$ cat src/rtl/switchbox_cfg_loader.sv
// Framed route-word loader for the switch box; all routes commit atomically on a good checksum.
// Commit lands on the checksum edge (done one cycle later); cfg_ready is state-only, so cfg_valid may stall freely.
module switchbox_cfg_loader #(
  parameter int NTOP  = 5,
  parameter int NSIDE = 4
) (
  input  logic                 clk,
  input  logic                 rst_n,
  input  logic                 start,
  input  logic                 cfg_valid,
  output logic                 cfg_ready,
  input  logic [7:0]           cfg_data,
  output logic [6*NTOP-1:0]    cfg_top,
  output logic [6*NTOP-1:0]    cfg_bottom,
  output logic [6*NSIDE-1:0]   cfg_left,
  output logic [6*NSIDE-1:0]   cfg_right,
  output logic                 busy,
  output logic                 done,
  output logic                 err
);

  localparam int N = 2*NTOP + 2*NSIDE;
  localparam int W = 6*N;
  localparam logic [4:0] NLAST = 5'(N-1);
  localparam logic [7:0] HDR_BYTE = 8'hA5;

  typedef enum logic [1:0] {IDLE, HDR, DATA, CSUM} state_t;

  state_t       state, state_nxt;
  logic [4:0]   cnt;
  logic [7:0]   xacc;
  logic [W-1:0] shadow;
  logic         xfer, wr, commit, fail;

  function automatic logic legal(input logic [7:0] b);
    logic ok;
    int   idx;
    idx = int'(b[5:3]);
    ok  = 1'b0;
    if (b[7:6] == 2'b00) begin
      case (b[2:0])
        3'd0:       ok = 1'b1;
        3'd1, 3'd3: ok = (idx < NTOP);
        3'd2, 3'd4: ok = (idx < NSIDE);
        default:    ok = 1'b0;
      endcase
    end
    return ok;
  endfunction

  assign cfg_ready = (state != IDLE);
  assign busy      = (state != IDLE);
  assign xfer      = cfg_valid & cfg_ready;

  always_comb begin
    state_nxt = state;
    wr        = 1'b0;
    commit    = 1'b0;
    fail      = 1'b0;
    if (start) begin
      // start wins over a byte accepted in the same cycle; that byte is dropped
      state_nxt = HDR;
    end else if (xfer) begin
      case (state)
        HDR: begin
          if (cfg_data == HDR_BYTE) state_nxt = DATA;
          else begin
            fail      = 1'b1;
            state_nxt = IDLE;
          end
        end
        DATA: begin
          if (legal(cfg_data)) begin
            wr = 1'b1;
            if (cnt == NLAST) state_nxt = CSUM;
          end else begin
            fail      = 1'b1;
            state_nxt = IDLE;
          end
        end
        CSUM: begin
          if (cfg_data == xacc) commit = 1'b1;
          else fail = 1'b1;
          state_nxt = IDLE;
        end
        default: state_nxt = IDLE;
      endcase
    end
  end

  always_ff @(posedge clk or negedge rst_n) begin
    if (!rst_n) begin
      state      <= IDLE;
      cnt        <= '0;
      xacc       <= '0;
      shadow     <= '0;
      cfg_top    <= '0;
      cfg_bottom <= '0;
      cfg_left   <= '0;
      cfg_right  <= '0;
      done       <= 1'b0;
      err        <= 1'b0;
    end else begin
      state <= state_nxt;
      done  <= commit;
      if (start) begin
        err  <= 1'b0;
        cnt  <= '0;
        xacc <= '0;
      end else begin
        if (fail) err <= 1'b1;
        if (wr) begin
          cnt  <= cnt + 5'd1;
          xacc <= xacc ^ cfg_data;
        end
      end
      for (int i = 0; i < N; i++) begin
        if (wr && cnt == 5'(i)) shadow[6*i +: 6] <= cfg_data[5:0];
      end
      if (commit) begin
        cfg_top    <= shadow[0 +: 6*NTOP];
        cfg_bottom <= shadow[6*NTOP +: 6*NTOP];
        cfg_left   <= shadow[12*NTOP +: 6*NSIDE];
        cfg_right  <= shadow[12*NTOP + 6*NSIDE +: 6*NSIDE];
      end
    end
  end

endmodule

$ cat config.mk
export PLATFORM = sky130hd
export DESIGN_NAME = switchbox_cfg_loader
export DESIGN_NICKNAME = d
export VERILOG_FILES = /design/src/rtl/switchbox_cfg_loader.sv
export SDC_FILE = /design/constraint.sdc
export NUM_CORES = 1
export LEC_CHECK = 0
export CAP_MARGIN = 20
export CORE_ASPECT_RATIO = 1.75
export CORE_MARGIN = 2
export CORE_UTILIZATION = 55
export CTS_CLUSTER_SIZE = 30
export DETAILED_ROUTE_END_ITERATION = 10
export PLACE_DENSITY = 0.8
export SLEW_MARGIN = 10
export SYNTH_ARGS = -nofsm -noshare
export SYNTH_HDL_FRONTEND = slang
export SYNTH_SLANG_ARGS = --single-unit
$ cat constraint.sdc
create_clock -name clk -period 3.3 [get_ports clk]
set_input_delay 0.495 -clock clk [delete_from_list [all_inputs] [get_ports clk]]
set_output_delay 0.495 -clock clk [all_outputs]
set_load 0.02 [all_outputs]
==> results of run 1 <==
worst max-delay path, delay by kind of cell:
kind | cells | cell delay [ns]
buf+inv | 3 | 1.09
simple gates | 3 | 0.85
mux | 1 | 0.37
sequential cells by signal, summed over array words and instances, names as in the netlist:
| name | cells |
|---|---|
| cfg_left | 24 |
| state | 2 |
| cnt | 5 |
| xacc | 8 |
| shadow | 108 |
| done | 1 |
| cfg_right | 24 |
| cfg_top | 30 |
| err | 1 |
| cfg_bottom | 30 |
path summary, 6_finish.rpt:
kind | startpoint | to | slack (ns)
setup / recovery | cfg_data[3] | cfg_top[26]$_DFFE_PN0P_ | 0.75
hold / removal | rst_n | cfg_bottom[19]$_DFFE_PN0P_ | -0.05
setup reg to reg | state[0]$_DFFE_PN0P_ | shadow[8]$_DFFE_PN0P_ | 0.80
hold reg to reg | shadow[17]$_DFFE_PN0P_ | shadow[17]$_DFFE_PN0P_ | 0.50
max in group asynchronous | rst_n | shadow[92]$_DFFE_PN0P_ | 2.42
min in group clk | shadow[17]$_DFFE_PN0P_ | shadow[17]$_DFFE_PN0P_ | 0.50
through the flow:
stage,hold WS (ns),instances,worst slack [ns]
floorplan,0.199,597,0.899
global placement,0.474,937,0.369
detailed placement,0.491,937,0.336
CTS,0.00960,970,0.804
global route,0.0313,970,0.668
finish,-0.0475,970,0.750
cell families (layout without fill, tap and decap cells):
group / count (synthesis) / count (layout) / synth area share
DFF: 233 / 233 / 0.619
muxes: 217 / 217 / 0.263
and+or+nand+nor: 62 / 62 / 0.0555
buffers and inverters: 41 / 187 / 0.0206
AOI/OAI and AO/OA: 28 / 28 / 0.0236
adders and majority gates: 9 / 9 / 0.0120
xor gates and xnor gates: 7 / 7 / 0.00651
where the power goes:
part	switching, mW	internal (mW)
registers	0.00302	2.86
clock network	1.01	1.40
logic	0.120	0.0449
cell usage in the layout, fill, tap and decap left out, types with 4 or more instances in the layout:
cell type,synthesis,routed
buf_4,1,18
mux2_2,206,206
nand3_1,5,5
nor2b_1,4,4
xnor2_1,7,7
inv_1,10,10
nor3b_1,9,9
nand2_1,7,7
mux2_4,9,9
clkbuf_16,0,20
nand2b_1,9,9
a21oi_1,5,5
ha_1,9,9
a211o_1,4,4
nor3_4,8,8
dfrtp_1,233,233
clkdlybuf4s50_1,0,122
clkbuf_1,16,4
o21ai_0,4,4
nand4_1,4,4
synth_stat cells, drive strengths merged:
library cell and instances:
a211o 4, a211oi 2, a21o 3, a21oi 5
a221o 1, a221oi 1, a22o 1, and2 1
and3 2, buf 15, clkbuf 16, dfrtp 233
ha 9, inv 10, mux2 216, mux2i 1
nand2 7, nand2b 9, nand3 5, nand4 4
nor2 3, nor2b 4, nor3 11, nor3b 9
nor4 3, nor4b 1, o2111a 1, o2111ai 2
o211ai 1, o21ai 4, o22ai 1, o2bb2ai 1
o31ai 1, or3 2, or4 1, xnor2 7
per-layer routing:
layer,GRT usage,vias to the layer above
met3,0.0320,42
met2,0.410,127
met4,0.0740,0
li1,-,2379
met5,0,-
met1,0.265,2783
cell type report:
type	instances	area, sq um
sequential	233	5830
fill	1211	5210
multi-input combinational	323	3410
timing repair buffer	144	1430
clock buffer	26	543
tap	227	284
clock inverter	7	121
inverter	10	37.5
==> impl_metrics.toml, run 1 <==
[detailed_routing]
vias_per_cell = 5.50
drtPass1Iterations = 4
drt-met1-wl_mm = 7.55
met3RoutedLength_um = 767
wl_met2_mm = 11.1
routedWlPerCell_um = 20.6
drcViolationCount = 0
drtAntennaViolNets = 0
drtIter0Drc = 227
totalWireLength_mm = 20.0
highest_layer = "met4"
vias = 5331

[clock_tree]
clk_path_buf_depth = 3
cts.sinks = 233
cts_made_buffers = 20
clk_latency_ns = 0.50
cts_tree = "built"
cts_repair_resize_count = 0
postCtsSetupBuffers = 0
clkTransAtPathRegs_ns = 0.07
cts_root_buf = "clkbuf_16"
htree_levels = 1
holdBufCountCts = 0

[timing]
finClkSkew_ns = 0.0137
finalCritPeriodShare = 0.773
period_minus_slack_ns = 2.55
slew_headroom = 0.529
rsz0062_at_grt = "no"
worst_pin_slew_ns = 0.706
whs_ns = -0.0475
hold_viol = 12
timing.fmax_mhz = 392
drv_slew = 0
finalSetupTns_ns = 0
setup_violations = 0

[placed_design]
dp_hpwl_mm = 13.7
port_buffers = 123
gp_congestion = 0.864
place_area_sq_um = 11000

[logic_synthesis]
syn_nets = 618
synth.yosys.seq_area_share = 0.619
yosys.area.top_type_share = 0.619
avgSynthCellArea_sq_um = 15.8
synthTopCellsByArea = "dfrtp_1 (62%), mux2_2 (25%), mux2_4 (1.4%)"
syn_area_sq_um = 9420
synth_seq_cells = 233
synthDistinctLibCells = 43
syn_inst = 597
ys_warn_count = 0
yosys.area.top_type = "dfrtp_1"

[final_layout]
syn2layout_area_growth_pct = 23.8
drive_gt1_frac = 0.382
n_antenna_cell = 0
finalInstanceArea_sq_um = 11700
nets = 753
postLayoutCoreUtil = 0.691

[floorplan]
rows = 63
die_area_sq_um = 18200
start_util = 0.558
pin_count = 124
core-area_sq_um = 16900
die_x_um = 103
die_h_um = 177

[min_path]
hold_path.class = "input pin to async pin"

[power]
ir_drop_uv = 432
leakage_nw = 5.81
p_total_mw = 5.43
power_density_nw_per_um2 = 466

[worst_setup_path]
crit_type = "input pin to flop"
cpPeakStageDelay_ns = 0.56
required_ns = 3.68
crit_chain = "clkdlybuf4s50_1 -> buf_4 -> nand2b_1 -> nand3_1 -> or4_4 -> buf_12 -> mux2_4"
r2r_cells = 8
path_max_fanout = 75
worstPathArrival_ns = 2.93
cp-start-kind = "input pin"
crit_path_top_delay_cell = "or4_4"
crit_path_end_kind = "flop"

[run_status]
violations = "hold timing"
outcome = "finished, violations left"

[global_route]
gr-total-overflow = 0
track_usage = 0.224
grt_first_pass_wirelength_mm = 31.5
antenna_found_initial = 0
grt_pass1_vias = 5871
grt_max_degree = 90

[run]
drv_cap = 0
Power figures use the tool's default switching activity.
==> run 2, diff against run 1 <==
Settings changed: CORE_UTILIZATION 55 to 50, PLACE_DENSITY 0.8 to 0.76.
Clock period 3.3 ns to 2.2 ns, I/O delays scaled along.
==> run 2 against run 1 <==
  * The flow now finishes without violations
  * Utilization shrank 3.4 points
  * Combinational power grew 72%
  * Non-clock buffer count grew 36
  * First-iteration DRC count shrank 4.8%
  * Total power grew 56%
  * Critical endpoint is now cfg_top[21]$_DFFE_PN0P_
  * Largest cell class unchanged
  * Highest routed layer unchanged
==> impl_metrics.toml, run 2 (synthesis results as in run 1) <==
[final_layout]
nets = 790
fillers = 1350
syn2layout_area_growth_pct = 29.0
largest_register = "shadow"
n_antenna_cell = 0
final_cell_mix = "dfrtp_1 (233), mux2_2 (203), clkdlybuf4s50_1 (122), buf_4 (44), clkbuf_16 (21)"
reg_top3 = "shadow: 108 flops, cfg_bottom: 30 flops, cfg_top: 30 flops"
drive_gt1_frac = 0.417
final_common_cell = "dfrtp_1"
largest_reg_flops = 108

[worst_setup_path]
crit_type = "flop to flop"
cp-start-kind = "flop"
cpPeakStageDelay_ns = 0.51
path_buf_inv = 3
crit_chain = "inv_2 -> ha_4 -> nor3b_2 -> buf_4 -> nand2_1 -> or4_4 -> buf_12 -> mux2_4"
worstPathArrival_ns = 2.52
required_ns = 2.57
crit_path_end_kind = "flop"
path_delay_family = "simple AND/OR/NAND/NOR gates"
path_max_fanout = 28
crit_path_top_delay_cell = "or4_4"

[timing]
finClkSkew_ns = 0.0137
worst_pin_slew_ns = 0.667
timing.fmax_mhz = 464
finalSetupTns_ns = 0
whs_ns = 0.386
period_minus_slack_ns = 2.15
finalCritPeriodShare = 0.979
timing.final.ws_setup_ns = 0.0460
setup_violations = 0
hold_viol = 0
slew_headroom = 0.554
rsz0062_at_grt = "yes"
drv_slew = 0

[detailed_routing]
totalWireLength_mm = 20.3
drcViolationCount = 0
drtPass1Iterations = 4
routedWlPerCell_um = 19.8
drtAntennaViolNets = 0
vias_per_cell = 5.38
vias = 5494
drtIter0Drc = 216

[floorplan]
rows = 66
die_h_um = 186
start_util = 0.509
pin_count = 124
die_x_um = 108
die_area_sq_um = 20000
core-area_sq_um = 18500

[placed_design]
port_buffers = 123
gp_congestion = 0.902
dp_hpwl_mm = 14.4
preCtsSetupSlack_ns = -0.442

[run_status]
outcome = "complete, no violations"

[global_route]
track_usage = 0.210
antenna_found_initial = 0
grt_max_degree = 78
grt_pass1_vias = 6122
grt_first_pass_wirelength_mm = 32.5
gr-total-overflow = 0

[clock_tree]
cts_tree = "built"
cts_root_buf = "clkbuf_16"
clkTransAtPathRegs_ns = 0.07
htree_levels = 1
cts_made_buffers = 21
clk_latency_ns = 0.49
clk_path_buf_depth = 3
cts.sinks = 233

[power]
leakage_nw = 6.06
p_total_mw = 8.50
power_density_nw_per_um2 = 699
ir_drop_uv = 667

[min_path]
hold_path.class = "input pin to async pin"

[run]
drv_cap = 0
[run 2: changes by cell type in the layout (fill, tap and decap cells not counted), moves of 2 or more]
cell	delta
inv_2	+2
buf_6	+2
mux2_2	-3
mux2_4	+3
clkbuf_8	+3
inv_1	-2
buf_12	+7
buf_4	+26
[run 2: area by class of cell]
class / instances / area [sq um] / share of cell area
flip-flops and latches: 233 / 5830 / 0.480
multi-input cells: 323 / 3440 / 0.283
repair buffers: 180 / 1800 / 0.148
clock buffers: 31 / 613 / 0.0504
well taps: 238 / 298 / 0.0245
clock inverters: 7 / 139 / 0.0114
inverters: 10 / 37.5 / 0.00309
[run 2: power by group]
part           leakage [nW]  switching (mW)  internal [mW]
clock network         0.370            1.52           2.41
logic                  2.44           0.191         0.0934
registers              3.25         0.00367           4.29
total                  6.06            1.71           6.79
[run 2: metal layers]
layer	global-route usage	up-vias	wire length, um
met5	0	-	0
met4	0.0651	0	419
met2	0.407	125	11800
met3	0.0252	33	664
li1	-	2458	-
met1	0.235	2878	7350
[run 2: path summary, 6_finish.rpt]
kind                                              from  depth (start not counted)  slack, ns                       end
max in group asynchronous                        rst_n                          3       1.05    shadow[51]$_DFFE_PN0P_
worst min register to register  shadow[14]$_DFFE_PN0P_                          1       0.50   cfg_top[14]$_DFFE_PN0P_
worst min-delay path                             rst_n                          2       0.39  cfg_left[15]$_DFFE_PN0P_
min in group clk                shadow[14]$_DFFE_PN0P_                          1       0.50   cfg_top[14]$_DFFE_PN0P_
worst max register to register    state[0]$_DFFE_PN0P_                          8       0.05   cfg_top[21]$_DFFE_PN0P_
worst max-delay path              state[0]$_DFFE_PN0P_                          8       0.05   cfg_top[21]$_DFFE_PN0P_
[run 2: worst register-to-register path, stage by stage, from the launching register on]
cell and delay (ns):
dfrtp_1 0.37, inv_2 0.07, ha_4 0.18, nor3b_2 0.16
buf_4 0.15, nand2_1 0.06, or4_4 0.51, buf_12 0.21
mux2_4 0.31
[run 2: what timing repair did]
action,4_1_cts,5_1_grt
pin swaps,0,1
endpoints found under the hold margin,70,0
buffers inserted,0,1
hold buffers,1,0
gates resized for setup,0,8
setup endpoints to repair,1,166
[run 2: stage by stage]
stage	cell area [sq um]	util	std cells
final	12200	0.657	1022
after global routing	12200	0.657	1022
after CTS	12100	0.655	1021
after detailed placement	11400	0.614	982
after global placement	11400	0.614	982
after floorplan	9430	-	597
==> run 3, diff against run 2 <==
Settings changed: CORE_MARGIN 2 to 10.
==> run 3 against run 2 <==
  * The flow now finishes with violations (setup timing)
  * Via count down 0.27%
  * Cell count up 0.20%
  * Global-route usage down 4.1 points
  * Register-to-register slack worse by 0.05 ns
  * Worst setup slack worse by 0.049 ns
  * Utilization up 0.20 points
  * Clock skew up 0.0021 ns
  * Worst hold slack better by 0.060 ns
==> impl_metrics.toml, run 3 (synthesis results as in run 1) <==
[global_route]
grt_max_degree = 92
grt_pass1_vias = 6065
gr-total-overflow = 0
grt_first_pass_wirelength_mm = 33.7
antenna_found_initial = 0
track_usage = 0.170

[floorplan]
die_area_sq_um = 24900
rows = 66
die_h_um = 202
pin_count = 124
core-area_sq_um = 18600
die_x_um = 124
start_util = 0.507

[worst_setup_path]
crit_path_start = "state[1]$_DFFE_PN0P_"
path_max_fanout = 6
required_ns = 2.57
cp-start-kind = "flop"
crit_type = "flop to flop"
crit_path_end_kind = "flop"
reg2reg_from = "state[1]$_DFFE_PN0P_"
r2r_cells = 8
worstPathArrival_ns = 2.57

[detailed_routing]
vias = 5479
totalWireLength_mm = 21.3
drtPass1Iterations = 4
drcViolationCount = 0
drtIter0Drc = 326
routedWlPerCell_um = 20.8
vias_per_cell = 5.35
drtAntennaViolNets = 0

[power]
p_int_mw = 6.39
clockPowerShare = 0.433
swShare = 0.210
switchingPower_mw = 1.70
p_seq_frac = 0.531
ir_drop_uv = 581
leakage_nw = 6.08
power_density_nw_per_um2 = 660
combPwrFrac = 0.036

[final_layout]
largest_reg_flops = 108
final_common_cell = "dfrtp_1"
final_cell_mix = "dfrtp_1 (233), mux2_2 (180), clkdlybuf4s50_1 (122), buf_4 (44), mux2_4 (35)"
nets = 795
largest_register = "shadow"
n_antenna_cell = 0
drive_gt1_frac = 0.419
reg_top3 = "shadow: 108 flops, cfg_bottom: 30 flops, cfg_top: 30 flops"
syn2layout_area_growth_pct = 30.0
final_cells = 1024

[timing]
setup_violations = 2
timing.final.ws_setup_ns = -0.00290
whs_ns = 0.446
timing.fmax_mhz = 454
finClkSkew_ns = 0.0158
finalCritPeriodShare = 1.00
drv_slew = 0
worst_pin_slew_ns = 0.674
rsz0062_at_grt = "yes"
hold_viol = 0
period_minus_slack_ns = 2.20
slew_headroom = 0.550

[clock_tree]
clk_path_buf_depth = 3
cts_made_buffers = 20
htree_levels = 1
cts_root_buf = "clkbuf_16"
cts_tree = "built"
clk_latency_ns = 0.50
clkTransAtPathRegs_ns = 0.07
cts.sinks = 233

[placed_design]
gp_congestion = 0.857
dp_hpwl_mm = 15.1
place_inst = 985
port_buffers = 123

[run_status]
violations = "setup timing"
outcome = "finished, violations left"

[run]
drv_cap = 0

[min_path]
hold_path.class = "input pin to async pin"
run 3: critical path, stage by stage (launching register included):
cell and delay (ns):
dfrtp_1 0.38, buf_4 0.12, buf_4 0.11, ha_1 0.31, o2111ai_4 0.22, buf_12 0.21
nor4_4 0.22, buf_6 0.17, mux2_2 0.33
run 3: per-layer routing:
| layer | vias up | routed length [um] | global-route usage |
|---|---|---|---|
| li1 | 2457 | - | - |
| met1 | 2852 | 7740 | 0.183 |
| met2 | 130 | 12000 | 0.316 |
| met3 | 40 | 942 | 0.0252 |
| met4 | 0 | 607 | 0.0635 |
| met5 | - | 0 | 0 |
run 3: final timing paths:
path	endpoint	slack, ns
setup / recovery	shadow[18]$_DFFE_PN0P_	-0.003
hold / removal	cfg_left[2]$_DFFE_PN0P_	0.45
setup reg to reg	shadow[18]$_DFFE_PN0P_	-0.003
hold reg to reg	cfg_top[2]$_DFFE_PN0P_	0.50
max in group asynchronous	state[0]$_DFFE_PN0P_	1.05
min in group clk	cfg_top[2]$_DFFE_PN0P_	0.50
run 3: layout make-up:
cell class / count / area (sq um)
fillers: 1344 / 6330
clock buffers: 30 / 599
repair buffers: 186 / 1910
inverters: 10 / 37.5
well taps: 238 / 298
flip-flops and latches: 233 / 5830
multi-input cells: 323 / 3530
clock inverters: 4 / 50.0
run 3: metrics by stage:
step	setup WS (ns)	instance area (sq um)	setup TNS [ns]	util	total power, mW
after floorplan	0.00437	9430	0	-	4.44
after global placement	-0.445	11400	-72.56	0.614	4.65
after detailed placement	-0.464	11400	-81.54	0.614	4.66
after CTS	0.00110	12100	0	0.649	8.16
after global routing	-0.0749	12200	-2.21	0.659	8.35
final	-0.00290	12200	-0.00576	0.659	8.08
run 3: timing repair:
item                                    4_1_cts  5_1_grt
gates resized for setup                       0       33
endpoints found under the hold margin        85        0
endpoints found under the setup margin        0      197
hold buffers                                  1        0
setup buffers                                 0        3
run 3: power by group through the flow:
stage	logic (mW)	clock network [mW]	registers (mW)
floorplan	0.0679	0	4.37
CTS	0.295	3.58	4.29
global placement	0.283	0	4.37
finish	0.291	3.50	4.29
detailed placement	0.292	0	4.37
global route	0.321	3.74	4.28
